$ cat src/rtl/trdb_trigger_unit_if.sv
// Configuration bus for trdb_trigger_unit: register write/read port.
// The master drives strobes, address and write data; the slave returns
// registered read data qualified by cfg_rvalid.
interface trdb_trigger_unit_if #(
    parameter int unsigned XLEN = 32
);
    logic            cfg_we;
    logic            cfg_re;
    logic [1:0]      cfg_addr;
    logic [XLEN-1:0] cfg_wdata;
    logic [XLEN-1:0] cfg_rdata;
    logic            cfg_rvalid;

    modport master (
        output cfg_we, cfg_re, cfg_addr, cfg_wdata,
        input  cfg_rdata, cfg_rvalid
    );

    modport slave (
        input  cfg_we, cfg_re, cfg_addr, cfg_wdata,
        output cfg_rdata, cfg_rvalid
    );
endinterface

$ cat src/rtl/trdb_trigger_unit.sv
// Trace trigger unit: watches the retired-instruction stream and emits
// one-cycle trace_req_on_o / trace_req_off_o pulses when the programmed
// start/stop addresses retire. Optional address-range mode is compiled in
// with the TRDB_TRIGGER_RANGE_EN macro (default build: exact-address only).
module trdb_trigger_unit #(
    parameter int unsigned XLEN   = 32,
    parameter int unsigned SKIP_W = 8
) (
    input  logic                clk_i,
    input  logic                rst_ni,
    trdb_trigger_unit_if.slave  cfg,
    input  logic                iretire_i,
    input  logic [XLEN-1:0]     iaddr_i,
    output logic                trace_req_on_o,
    output logic                trace_req_off_o,
    output logic [1:0]          state_o
);

    localparam logic [1:0] ST_IDLE    = 2'd0;
    localparam logic [1:0] ST_ARMED   = 2'd1;
    localparam logic [1:0] ST_TRACING = 2'd2;
    localparam logic [1:0] ST_DONE    = 2'd3;

    logic              ctrl_en;
    logic              ctrl_oneshot;
    logic              ctrl_range;
    logic [XLEN-1:0]   start_addr;
    logic [XLEN-1:0]   stop_addr;
    logic [SKIP_W-1:0] skip;

    logic [1:0]        state_q, state_d;
    logic [SKIP_W-1:0] cnt_q, cnt_d;
    logic              on_d, off_d;

    logic              start_hit, stop_hit, skip_wr;
    logic              arm_fire, arm_count, trc_stop;

    assign start_hit = iretire_i && (iaddr_i == start_addr);
    assign stop_hit  = iretire_i && (iaddr_i == stop_addr);
    assign skip_wr   = cfg.cfg_we && (cfg.cfg_addr == 2'd3);

`ifdef TRDB_TRIGGER_RANGE_EN
    logic in_range;
    assign in_range = (iaddr_i >= start_addr) && (iaddr_i <= stop_addr);
`else
    assign ctrl_range = 1'b0;
`endif

    // Configuration registers; new values are seen by the FSM from the next cycle.
    always_ff @(posedge clk_i) begin
        if (!rst_ni) begin
            ctrl_en      <= 1'b0;
            ctrl_oneshot <= 1'b0;
`ifdef TRDB_TRIGGER_RANGE_EN
            ctrl_range   <= 1'b0;
`endif
            start_addr   <= '0;
            stop_addr    <= '0;
            skip         <= '0;
        end else if (cfg.cfg_we) begin
            case (cfg.cfg_addr)
                2'd0: begin
                    ctrl_en      <= cfg.cfg_wdata[0];
                    ctrl_oneshot <= cfg.cfg_wdata[1];
`ifdef TRDB_TRIGGER_RANGE_EN
                    ctrl_range   <= cfg.cfg_wdata[2];
`endif
                end
                2'd1:    start_addr <= cfg.cfg_wdata;
                2'd2:    stop_addr  <= cfg.cfg_wdata;
                default: skip       <= cfg.cfg_wdata[SKIP_W-1:0];
            endcase
        end
    end

    // Registered read response; a write in the same cycle suppresses the read.
    always_ff @(posedge clk_i) begin
        if (!rst_ni) begin
            cfg.cfg_rvalid <= 1'b0;
            cfg.cfg_rdata  <= '0;
        end else begin
            cfg.cfg_rvalid <= cfg.cfg_re && !cfg.cfg_we;
            if (cfg.cfg_re && !cfg.cfg_we) begin
                case (cfg.cfg_addr)
                    2'd0:    cfg.cfg_rdata <= {{(XLEN-3){1'b0}}, ctrl_range, ctrl_oneshot, ctrl_en};
                    2'd1:    cfg.cfg_rdata <= start_addr;
                    2'd2:    cfg.cfg_rdata <= stop_addr;
                    default: cfg.cfg_rdata <= XLEN'(skip);
                endcase
            end
        end
    end

    // Trigger FSM next-state logic; pulses are registered so a hit in cycle N shows in N+1.
    always_comb begin
        state_d   = state_q;
        cnt_d     = cnt_q;
        on_d      = 1'b0;
        off_d     = 1'b0;
        arm_fire  = start_hit && (cnt_q == skip);
        arm_count = start_hit && (cnt_q != skip);
        trc_stop  = stop_hit;
`ifdef TRDB_TRIGGER_RANGE_EN
        if (ctrl_range) begin
            arm_fire  = iretire_i && in_range;
            arm_count = 1'b0;
            trc_stop  = iretire_i && !in_range;
        end
`endif
        case (state_q)
            ST_IDLE: begin
                if (ctrl_en) begin
                    state_d = ST_ARMED;
                    cnt_d   = '0;
                end
            end
            ST_ARMED: begin
                if (!ctrl_en) begin
                    state_d = ST_IDLE;
                end else if (arm_fire) begin
                    state_d = ST_TRACING;
                    on_d    = 1'b1;
                end else if (arm_count) begin
                    cnt_d = cnt_q + SKIP_W'(1);
                end
            end
            ST_TRACING: begin
                // Disable dominates a simultaneous stop hit; either way one off pulse.
                if (!ctrl_en) begin
                    state_d = ST_IDLE;
                    off_d   = 1'b1;
                end else if (trc_stop) begin
                    off_d   = 1'b1;
                    cnt_d   = '0;
                    state_d = ctrl_oneshot ? ST_DONE : ST_ARMED;
                end
            end
            default: begin
                if (!ctrl_en) begin
                    state_d = ST_IDLE;
                end
            end
        endcase
        if (skip_wr && (state_q == ST_ARMED)) begin
            cnt_d = '0;
        end
    end

    // FSM state, skip counter and request pulse registers.
    always_ff @(posedge clk_i) begin
        if (!rst_ni) begin
            state_q         <= ST_IDLE;
            cnt_q           <= '0;
            trace_req_on_o  <= 1'b0;
            trace_req_off_o <= 1'b0;
        end else begin
            state_q         <= state_d;
            cnt_q           <= cnt_d;
            trace_req_on_o  <= on_d;
            trace_req_off_o <= off_d;
        end
    end

    assign state_o = state_q;

endmodule

$ cat src/flat_wrapper.sv
// flat-port wrapper written by rule: the top's interface ports become plain ports
module trdb_trigger_unit_flat 
#(
    parameter int unsigned XLEN   = 32,
    parameter int unsigned SKIP_W = 8
)
  (clk_i, rst_ni, iretire_i, iaddr_i, trace_req_on_o, trace_req_off_o, state_o, cfg_cfg_we, cfg_cfg_re, cfg_cfg_addr, cfg_cfg_wdata, cfg_cfg_rdata, cfg_cfg_rvalid);
  trdb_trigger_unit_if #(.XLEN(XLEN)) cfg_i ();
  input  logic clk_i;
  input  logic rst_ni;
  input  logic iretire_i;
  input  logic [XLEN-1:0] iaddr_i;
  output logic trace_req_on_o;
  output logic trace_req_off_o;
  output logic [1:0] state_o;
  input wire logic [$bits(cfg_i.cfg_we)-1:0] cfg_cfg_we;
  input wire logic [$bits(cfg_i.cfg_re)-1:0] cfg_cfg_re;
  input wire logic [$bits(cfg_i.cfg_addr)-1:0] cfg_cfg_addr;
  input wire logic [$bits(cfg_i.cfg_wdata)-1:0] cfg_cfg_wdata;
  output wire logic [$bits(cfg_i.cfg_rdata)-1:0] cfg_cfg_rdata;
  output wire logic [$bits(cfg_i.cfg_rvalid)-1:0] cfg_cfg_rvalid;
  assign cfg_i.cfg_we = cfg_cfg_we;
  assign cfg_i.cfg_re = cfg_cfg_re;
  assign cfg_i.cfg_addr = cfg_cfg_addr;
  assign cfg_i.cfg_wdata = cfg_cfg_wdata;
  assign cfg_cfg_rdata = cfg_i.cfg_rdata;
  assign cfg_cfg_rvalid = cfg_i.cfg_rvalid;
  trdb_trigger_unit #(.XLEN(XLEN), .SKIP_W(SKIP_W)) u_core (.clk_i(clk_i), .rst_ni(rst_ni), .cfg(cfg_i), .iretire_i(iretire_i), .iaddr_i(iaddr_i), .trace_req_on_o(trace_req_on_o), .trace_req_off_o(trace_req_off_o), .state_o(state_o));
endmodule
$ cat config.mk
export PLATFORM = sky130hd
export DESIGN_NAME = trdb_trigger_unit_flat
export DESIGN_NICKNAME = d
export VERILOG_FILES = /design/src/rtl/trdb_trigger_unit_if.sv /design/src/rtl/trdb_trigger_unit.sv /design/src/flat_wrapper.sv
export SDC_FILE = /design/constraint.sdc
export NUM_CORES = 1
export LEC_CHECK = 0
export BUFFER_PORTS_ARGS = -buffer_cell sky130_fd_sc_hd__buf_4
export CORE_MARGIN = 2
export CORE_UTILIZATION = 35
export CTS_CLUSTER_SIZE = 30
export DETAILED_ROUTE_END_ITERATION = 16
export GPL_ROUTABILITY_DRIVEN = 0
export SKIP_CTS_REPAIR_TIMING = 1
export SLEW_MARGIN = 40
export SYNTH_ARGS = -nofsm -noshare
export SYNTH_HDL_FRONTEND = slang
export SYNTH_SLANG_ARGS = --single-unit
$ cat constraint.sdc
create_clock -name clk_i -period 5 [get_ports clk_i]
set_input_delay 0 -clock clk_i [delete_from_list [all_inputs] [get_ports clk_i]]
set_output_delay 0 -clock clk_i [all_outputs]
set_load 0.02 [all_outputs]
==> metrics.cfg, run 1 <==
[run_status]
outcome = finished clean

[drt]
antenna_left = 0
drt-initial-drc-count = 432
drc = 0
routed_wl_um = 17800
num_vias = 5239
vias_per_cell = 5.23
drt-pass1-iter-count = 5
wl_per_cell_um = 17.8

[cts]
cts-htree-levels = 4
cts_buffer_depth = 2
tritoncts = built
root_buffer = clkbuf_16
clock-sinks = 119
cts_buffers = 17
path_clk_slew_ns = 0.06
insertion_delay_ns = 0.42

[placed_design]
hpwl_um = 12200
io_buffers = 107
dpl_worst_slack_ns = 2.64

[timing]
skew_ns = 0.00740
hold_viol_final = 0
fmax_ghz = 0.421
setup-tns-final_ns = 0
layout_setup_ws_ns = 2.63
rsz0062_at_grt = false
fin_crit_sh_pct = 47.5
whs_ns = 0.0495
finalMaxSlewViolations = 0
period_needed_ns = 2.37
relSlewSlack_pct = 45.7
setup_violations = 0
worst_slew_pin_slew_ns = 0.810

[power_and_ir_drop]
power_mw = 2.70
ir_worst_vdd_uv = 236
p_per_area_nw_per_um2 = 354
p_leak_nw = 3.22

[global_route]
grt_max_degree = 113
grt_overflow_total = 0
grt_pass1_vias = 4994
grt_pass1_wl_um = 27600
grt_util_all_layers_pct = 20.5
antenna_found_initial = 0

[die]
io_pins = 108
core_area_um2 = 15800
die_y_um = 131
start_util_pct = 35.8
die_w_um = 131
fp.dieArea_um2 = 17200
rows = 46

[layout]
drive_gt1_share_pct = 20.1
nNetsFinal = 844
fin_util_pct = 48.2
seqCellArea_um2 = 2380
multi_input_area_um2 = 3100
fill_cells = 1544
area_growth_pct = 34.8
diodes = 0

[setup_path]
r2r_end = u_core.cnt_q[5]
max_stage_delay_ns = 0.59
path_cells = xor2_1 -> nor4_1 -> nand2_1 -> or4b_4 -> o221ai_4 -> o221ai_1
cp_top_family = simple AND/OR/NAND/NOR gates
crit_type = flop to flop
worstRegToRegCells = 6
path_buf_inv = 0
cpMaxStageDelayCell = or4b_4
crit_path_end_kind = flop
cp_max_fo = 8
r2r_start = u_core.start_addr[4]
crit_arrival_ns = 2.66
required_ns = 5.28
worst-r2r-setup-slack_ns = 2.63
crit_path_start_kind = flop

[min_path]
min_path_cells = 4
min_to = u_core.stop_addr[3]
min_from = cfg_cfg_we
worst_hold_path_type = primary input to flop

[synthesis]
synth.yosys.seq_area_share_pct = 42.1
synth.ff_latch_count = 119
synth_fp_nets = 722
synth_area_per_cell_um2 = 8.71
synth_ff_type = dfxtp_1
syn_area_um2 = 5660
synth_edf_count = 0
ys_types = 39
postSynthCellCount = 650
yosysWarnings = 0
async_flop_share_pct = 0

[flow_run]
maxCapViolations = 0

per-stage QoR:
stage | cells | instance area (um2)
2_1_floorplan | 650 | 5660
3_3_place_gp | 937 | 6640
3_5_place_dp | 937 | 6640
4_1_cts | 969 | 7310
5_1_grt | 1001 | 7630
6_report | 1001 | 7630
cells by family after synthesis:
group,count (synthesis),synth area share [%]
AOI/OAI and AO/OA,148,21.4
xor gates and xnor gates,71,11.0
adders and majority gates,1,0.221
buffers and inverters,51,3.38
DFF,119,42.1
muxes,13,2.87
and+or+nand+nor,247,19.1
worst register-to-register path: stages, from the launching register on:
cell      delay [ns]
dfxtp_1         0.33
xor2_1          0.18
nor4_1          0.47
nand2_1         0.18
or4b_4          0.59
o221ai_4        0.31
o221ai_1        0.17
cells in the mapped netlist (5+ instances only):
master	n	area share [%]
clkbuf_1	40	2.7
nand3_1	9	0.80
nand4_1	11	1.2
mux2_2	6	1.2
nand2_1	189	13
o211a_1	30	5.3
a22oi_1	30	4.0
dfxtp_1	119	42
nor2b_1	7	0.77
xnor2_1	36	5.6
a21boi_0	74	9.8
nor4_1	10	1.1
xor2_1	35	5.4
o221ai_1	6	0.93
mux2i_1	5	0.88
inv_1	8	0.53
routing by layer:
metal / share of wire (%) / routed length, um / GRT usage [%] / up-vias
met1: 44 / 7840 / 26.2 / 2554
li1: - / - / - / 2486
met2: 48 / 8620 / 34.1 / 180
met5: 0 / 0 / 0 / -
met3: 6.1 / 1090 / 4.98 / 19
met4: 1.4 / 246 / 6.40 / 0
cell usage in the layout (no fill, tap or decap), types with 5 or more instances in the layout:
master,n
xnor2_1,36
nand3_1,9
nand4_1,11
o211a_1,30
xor2_1,35
nor2b_1,5
dfxtp_1,119
nand2_1,189
nor4_1,10
clkbuf_16,17
o221ai_1,6
mux2i_1,5
a21boi_0,74
a22oi_1,30
buf_4,113
bufinv_16,6
dlygate4sd3_1,32
inv_1,8
mux2_2,6
worst max path at each step:
stage	startpoint	end	cells after the start
global route	u_core.start_addr[28]	u_core.cnt_q[7]	6
finish	u_core.start_addr[4]	u_core.cnt_q[5]	6
global placement	u_core.start_addr[28]	u_core.cnt_q[7]	6
CTS	u_core.start_addr[4]	u_core.cnt_q[5]	6
detailed placement	u_core.start_addr[4]	u_core.cnt_q[5]	6
floorplan	u_core.start_addr[16]	u_core.cnt_q[7]	6
flip-flops by register name, summed over array words and instances, names as in the netlist:
register                flops
u_core.stop_addr           32
u_core.cnt_q                8
u_core.cfg.cfg_rvalid       1
u_core.cfg.cfg_rdata       32
u_core.state_o              2
u_core.skip                 8
u_core.start_addr          32
u_core.trace_req_off_o      1
u_core.ctrl_oneshot         1
u_core.trace_req_on_o       1
u_core.ctrl_en              1
report_power, final:
group / total (mW) / switching (mW) / internal [mW]
Combinational: 0.295 / 0.156 / 0.140
Clock: 1.40 / 0.452 / 0.944
Sequential: 1.01 / 0.0274 / 0.983
Total: 2.70 / 0.635 / 2.07
layout make-up:
type                       instances  area share (%)
tap                              216            3.54
multi-input combinational        480            40.6
inverter                           8           0.394
clock inverter                    13            2.97
sequential                       119            31.2
clock buffer                      19            5.80
timing repair buffer             146            15.5
No activity file was read; power rests on OpenSTA's default activity.
==> run 2, diff against run 1 <==
==> constraint.sdc (replaced) <==
create_clock -name clk_i -period 2.35 [get_ports clk_i]
set_input_delay 0 -clock clk_i [delete_from_list [all_inputs] [get_ports clk_i]]
set_output_delay 0 -clock clk_i [all_outputs]
set_load 0.02 [all_outputs]
==> metrics.cfg, run 2 (same netlist as run 1, synthesis figures left out) <==
[setup_path]
crit_arrival_ns = 2.68
path_cells = xnor2_1 -> nand4_1 -> or4_4 -> or4b_4 -> o221ai_4 -> o21ai_0
crit_path_start_kind = flop
required_ns = 2.62
cp_top_family = simple AND/OR/NAND/NOR gates
path_buf_inv = 0
crit_path_end_kind = flop
crit_type = flop to flop
cp_max_fo = 8
cpMaxStageDelayCell = or4b_4
max_stage_delay_ns = 0.55

[flow_run]
maxCapViolations = 0

[placed_design]
dpl_worst_slack_ns = 0.0380
io_buffers = 107
dpl.cell_count = 943
hpwl_um = 12500

[min_path]
worst_hold_path_type = primary input to flop

[timing]
whs_ns = 0.0445
hold_viol_final = 0
period_needed_ns = 2.41
skew_ns = 0.00761
fin_crit_sh_pct = 102
setup_violations = 3
finalMaxSlewViolations = 0
fmax_ghz = 0.416
worst_slew_pin_slew_ns = 0.680
rsz0062_at_grt = true
layout_setup_ws_ns = -0.0552
relSlewSlack_pct = 54.6

[cts]
clock-sinks = 119
insertion_delay_ns = 0.42
cts_buffer_depth = 2
tritoncts = built
cts_buffers = 17
cts-htree-levels = 4
path_clk_slew_ns = 0.05
root_buffer = clkbuf_16

[global_route]
grt_overflow_total = 0
grt_pass1_vias = 5003
grtUsageMet1_pct = 26.0
grt_pass1_wl_um = 27400
met3_usage_pct = 5.98
grt_most_used_layer = met2
antenna_found_initial = 0
grt_util_all_layers_pct = 20.4
grt_max_degree = 65
grt.met2_usage_pct = 33.2

[drt]
drc = 0
wl_per_cell_um = 17.5
vias_per_cell = 5.16
drt-pass1-iter-count = 4
num_vias = 5189
routed_wl_um = 17500
drt-initial-drc-count = 398
antenna_left = 0

[die]
io_pins = 108
rows = 46
start_util_pct = 35.8
die_y_um = 131
core_area_um2 = 15800
die_w_um = 131
fp.dieArea_um2 = 17200

[run_status]
outcome = finished with violations
violations = setup timing

[layout]
final_common_cell = nand2_1
nNetsFinal = 850
area_growth_pct = 34.9
fin_cells = 1005
final_cell_mix = 188 x nand2_1, 119 x buf_4, 112 x dfxtp_1
fill_cells = 1500
reg.largest.list = u_core.cfg.cfg_rdata x32, u_core.start_addr x32, u_core.stop_addr x32
diodes = 0
drive_gt1_share_pct = 22.2

[power_and_ir_drop]
p_leak_nw = 3.24
ir_worst_vdd_uv = 471
p_per_area_nw_per_um2 = 688

-- run 2: layout make-up --
cell class | count | area, um2 | share of cell area [%]
clock inverters | 3 | 40.0 | 0.524
inverters | 8 | 30.0 | 0.393
well taps | 216 | 270 | 3.54
repair buffers | 152 | 1230 | 16.1
clock buffers | 27 | 513 | 6.71
multi-input cells | 480 | 3160 | 41.4
flip-flops and latches | 119 | 2390 | 31.3
-- run 2: worst paths after layout --
check | to | depth (start not counted) | slack (ns) | startpoint
max | u_core.cnt_q[1] | 6 | -0.06 | u_core.start_addr[0]
min | u_core.trace_req_off_o | 3 | 0.04 | rst_ni
max reg2reg | u_core.cnt_q[1] | 6 | -0.06 | u_core.start_addr[0]
min reg2reg | u_core.start_addr[5] | 2 | 0.49 | u_core.start_addr[5]
-- run 2: tightest hold or removal path: cells and delay by family --
family,cells,cell delay [ns]
and+or+nand+nor,1,0.12
AOI/OAI and AO/OA,1,0.05
buffers and inverters,1,0.24
-- run 2: power by group --
group	total (mW)	internal, mW	switching, mW
logic	0.639	0.307	0.332
registers	2.15	2.09	0.0580
clock network	2.46	1.58	0.888
total	5.26	3.98	1.28
-- run 2: through the flow --
| step | power (mW) | util, % | TNS [ns] | instance area (um2) |
|---|---|---|---|---|
| 2_1_floorplan | 2.49 | - | 0 | 5660 |
| 4_1_cts | 5.23 | 45.8 | 0 | 7250 |
| 3_5_place_dp | 2.78 | 42.3 | 0 | 6700 |
| 6_report | 5.26 | 48.3 | -0.0941 | 7640 |
| 3_3_place_gp | 2.78 | 42.3 | 0 | 6700 |
| 5_1_grt | 5.43 | 48.3 | -0.737 | 7640 |
-- run 2: per-layer routing --
| metal | share of wire (%) | routed length [um] |
|---|---|---|
| met5 | 0 | 0 |
| met4 | 2.0 | 355 |
| met3 | 5.2 | 911 |
| met2 | 47 | 8290 |
| met1 | 46 | 7990 |
==> run 3, diff against run 2 <==
==> constraint.sdc (replaced) <==
create_clock -name clk_i -period 2.3 [get_ports clk_i]
set_input_delay 0 -clock clk_i [delete_from_list [all_inputs] [get_ports clk_i]]
set_output_delay 0 -clock clk_i [all_outputs]
set_load 0.05 [all_outputs]
==> metrics.cfg, run 3 (same netlist as run 1, synthesis figures left out) <==
[run_status]
outcome = finished with violations
violations = setup timing

[timing]
worst_slew_pin_slew_ns = 0.581
fin_crit_sh_pct = 104
rsz0062_at_grt = true
layout_setup_ws_ns = -0.0843
skew_ns = 0.00833
fmax_ghz = 0.419
finalMaxSlewViolations = 0
hold_viol_final = 0
relSlewSlack_pct = 61.2
period_needed_ns = 2.38
setup_violations = 8

[cts]
cts_buffers = 17
root_buffer = clkbuf_16
clock-sinks = 119
path_clk_slew_ns = 0.05
cts_buffer_depth = 2
tritoncts = built
cts-htree-levels = 4
insertion_delay_ns = 0.42

[drt]
drt-pass1-iter-count = 5
drc = 0
routed_wl_um = 17600
wl_per_cell_um = 17.6
vias_per_cell = 5.19
num_vias = 5210
antenna_left = 0
drt-initial-drc-count = 362

[global_route]
grt_pass1_wl_um = 27600
grt_max_degree = 65
antenna_found_initial = 0
grt_util_all_layers_pct = 20.6
grt_overflow_total = 0
grt_pass1_vias = 5006

[layout]
diodes = 0
reg.largest.list = u_core.cfg.cfg_rdata x32, u_core.start_addr x32, u_core.stop_addr x32
fin_util_pct = 48.2
area_growth_pct = 34.8
fin_area_um2 = 7630
final_common_cell = nand2_1
nNetsFinal = 849
final_cell_mix = 189 x nand2_1, 117 x buf_4, 110 x dfxtp_1
drive_gt1_share_pct = 22.1

[setup_path]
worstRegToRegCells = 6
cp_max_fo = 8
path_buf_inv = 0
crit_path_start_kind = flop
required_ns = 2.57
worst-path-stages = 6
cp_top_family = simple AND/OR/NAND/NOR gates
cpMaxStageDelayCell = or4b_4
max_stage_delay_ns = 0.57
crit_arrival_ns = 2.66
path_cells = xnor2_1 -> nand4_1 -> or4_4 -> or4b_4 -> o221ai_4 -> o221ai_1
crit_path_end_kind = flop
crit_type = flop to flop

[placed_design]
hpwl_um = 12500
placedInstanceArea_um2 = 6690
io_buffers = 107

[die]
io_pins = 108
core_area_um2 = 15800
start_util_pct = 35.8
fp.dieArea_um2 = 17200
die_y_um = 131
rows = 46
die_w_um = 131

[power_and_ir_drop]
pwr-share-seq_pct = 40.9
power.net_switching_mw = 1.35
pwr-share-clk_pct = 45.6
ir_worst_vdd_uv = 477
power_frac_comb_pct = 13.5
p_leak_nw = 3.23
intPower_mw = 4.03
p_per_area_nw_per_um2 = 705
p_sw_share_pct = 25.1

[min_path]
worst_hold_path_type = primary input to flop
min_path_cells = 3

[flow_run]
maxCapViolations = 0

## run 3: changes by cell type in the layout (fill, tap and decap cells not counted)
cell / before / now
dfxtp_4: 0 / 2
o221ai_1: 1 / 3
xnor2_2: 4 / 5
buf_4: 119 / 117
clkinv_2: 2 / 3
o221ai_2: 5 / 3
xnor2_1: 32 / 31
clkbuf_1: 5 / 4
buf_12: 1 / 2
nand2_1: 188 / 189
dfxtp_1: 112 / 110
clkbuf_8: 5 / 4
nand2_2: 1 / 0
## run 3: worst paths after layout
kind / from / endpoint / slack (ns)
setup / recovery: u_core.start_addr[0] / u_core.cnt_q[4] / -0.08
setup reg to reg: u_core.start_addr[0] / u_core.cnt_q[4] / -0.08
hold reg to reg: u_core.start_addr[30] / u_core.start_addr[30] / 0.49
hold / removal: rst_ni / u_core.trace_req_off_o / 0.05
## run 3: cell type report
type | instances | area, um2
Timing Repair Buffer | 151 | 1240
Fill cell | 1527 | 8190
Clock inverter | 4 | 45.0
Tap cell | 216 | 270
Clock buffer | 25 | 495
Inverter | 8 | 30.0
Sequential cell | 119 | 2400
Multi-Input combinational cell | 480 | 3160
## run 3: routing by layer
layer	global-route usage, %	vias to the layer above	wire (um)
met3	6.21	35	999
met4	7.85	0	463
met1	25.9	2506	7820
met5	0	-	0
met2	33.4	172	8340
li1	-	2497	-
## run 3: stage by stage
stage	hold slack [ns]	total power [mW]	worst slack [ns]	TNS (ns)	cells
floorplan	0.145	2.62	0.178	0	650
global placement	0.273	2.91	0.0531	0	941
detailed placement	0.281	2.92	-0.0374	-0.143	941
CTS	-0.170	5.38	-0.0499	-0.228	970
global route	0.0578	5.61	-0.132	-0.835	1003
finish	0.0496	5.38	-0.0843	-0.390	1003
## run 3: worst register-to-register path: cells and delay by family (launching register included)
| kind | cells | cell delay [ns] |
|---|---|---|
| AO/OA/AOI/OAI | 2 | 0.53 |
| AND/OR/NAND/NOR | 3 | 1.21 |
| flip-flops | 1 | 0.38 |
| XOR/XNOR | 1 | 0.13 |
## run 3: power by group through the flow
stage | logic [mW] | registers [mW] | clock network [mW]
2_1_floorplan | 0.279 | 2.34 | 0
4_1_cts | 0.682 | 2.20 | 2.51
6_report | 0.729 | 2.20 | 2.45
3_5_place_dp | 0.679 | 2.24 | 0
3_3_place_gp | 0.676 | 2.24 | 0
5_1_grt | 0.781 | 2.21 | 2.62
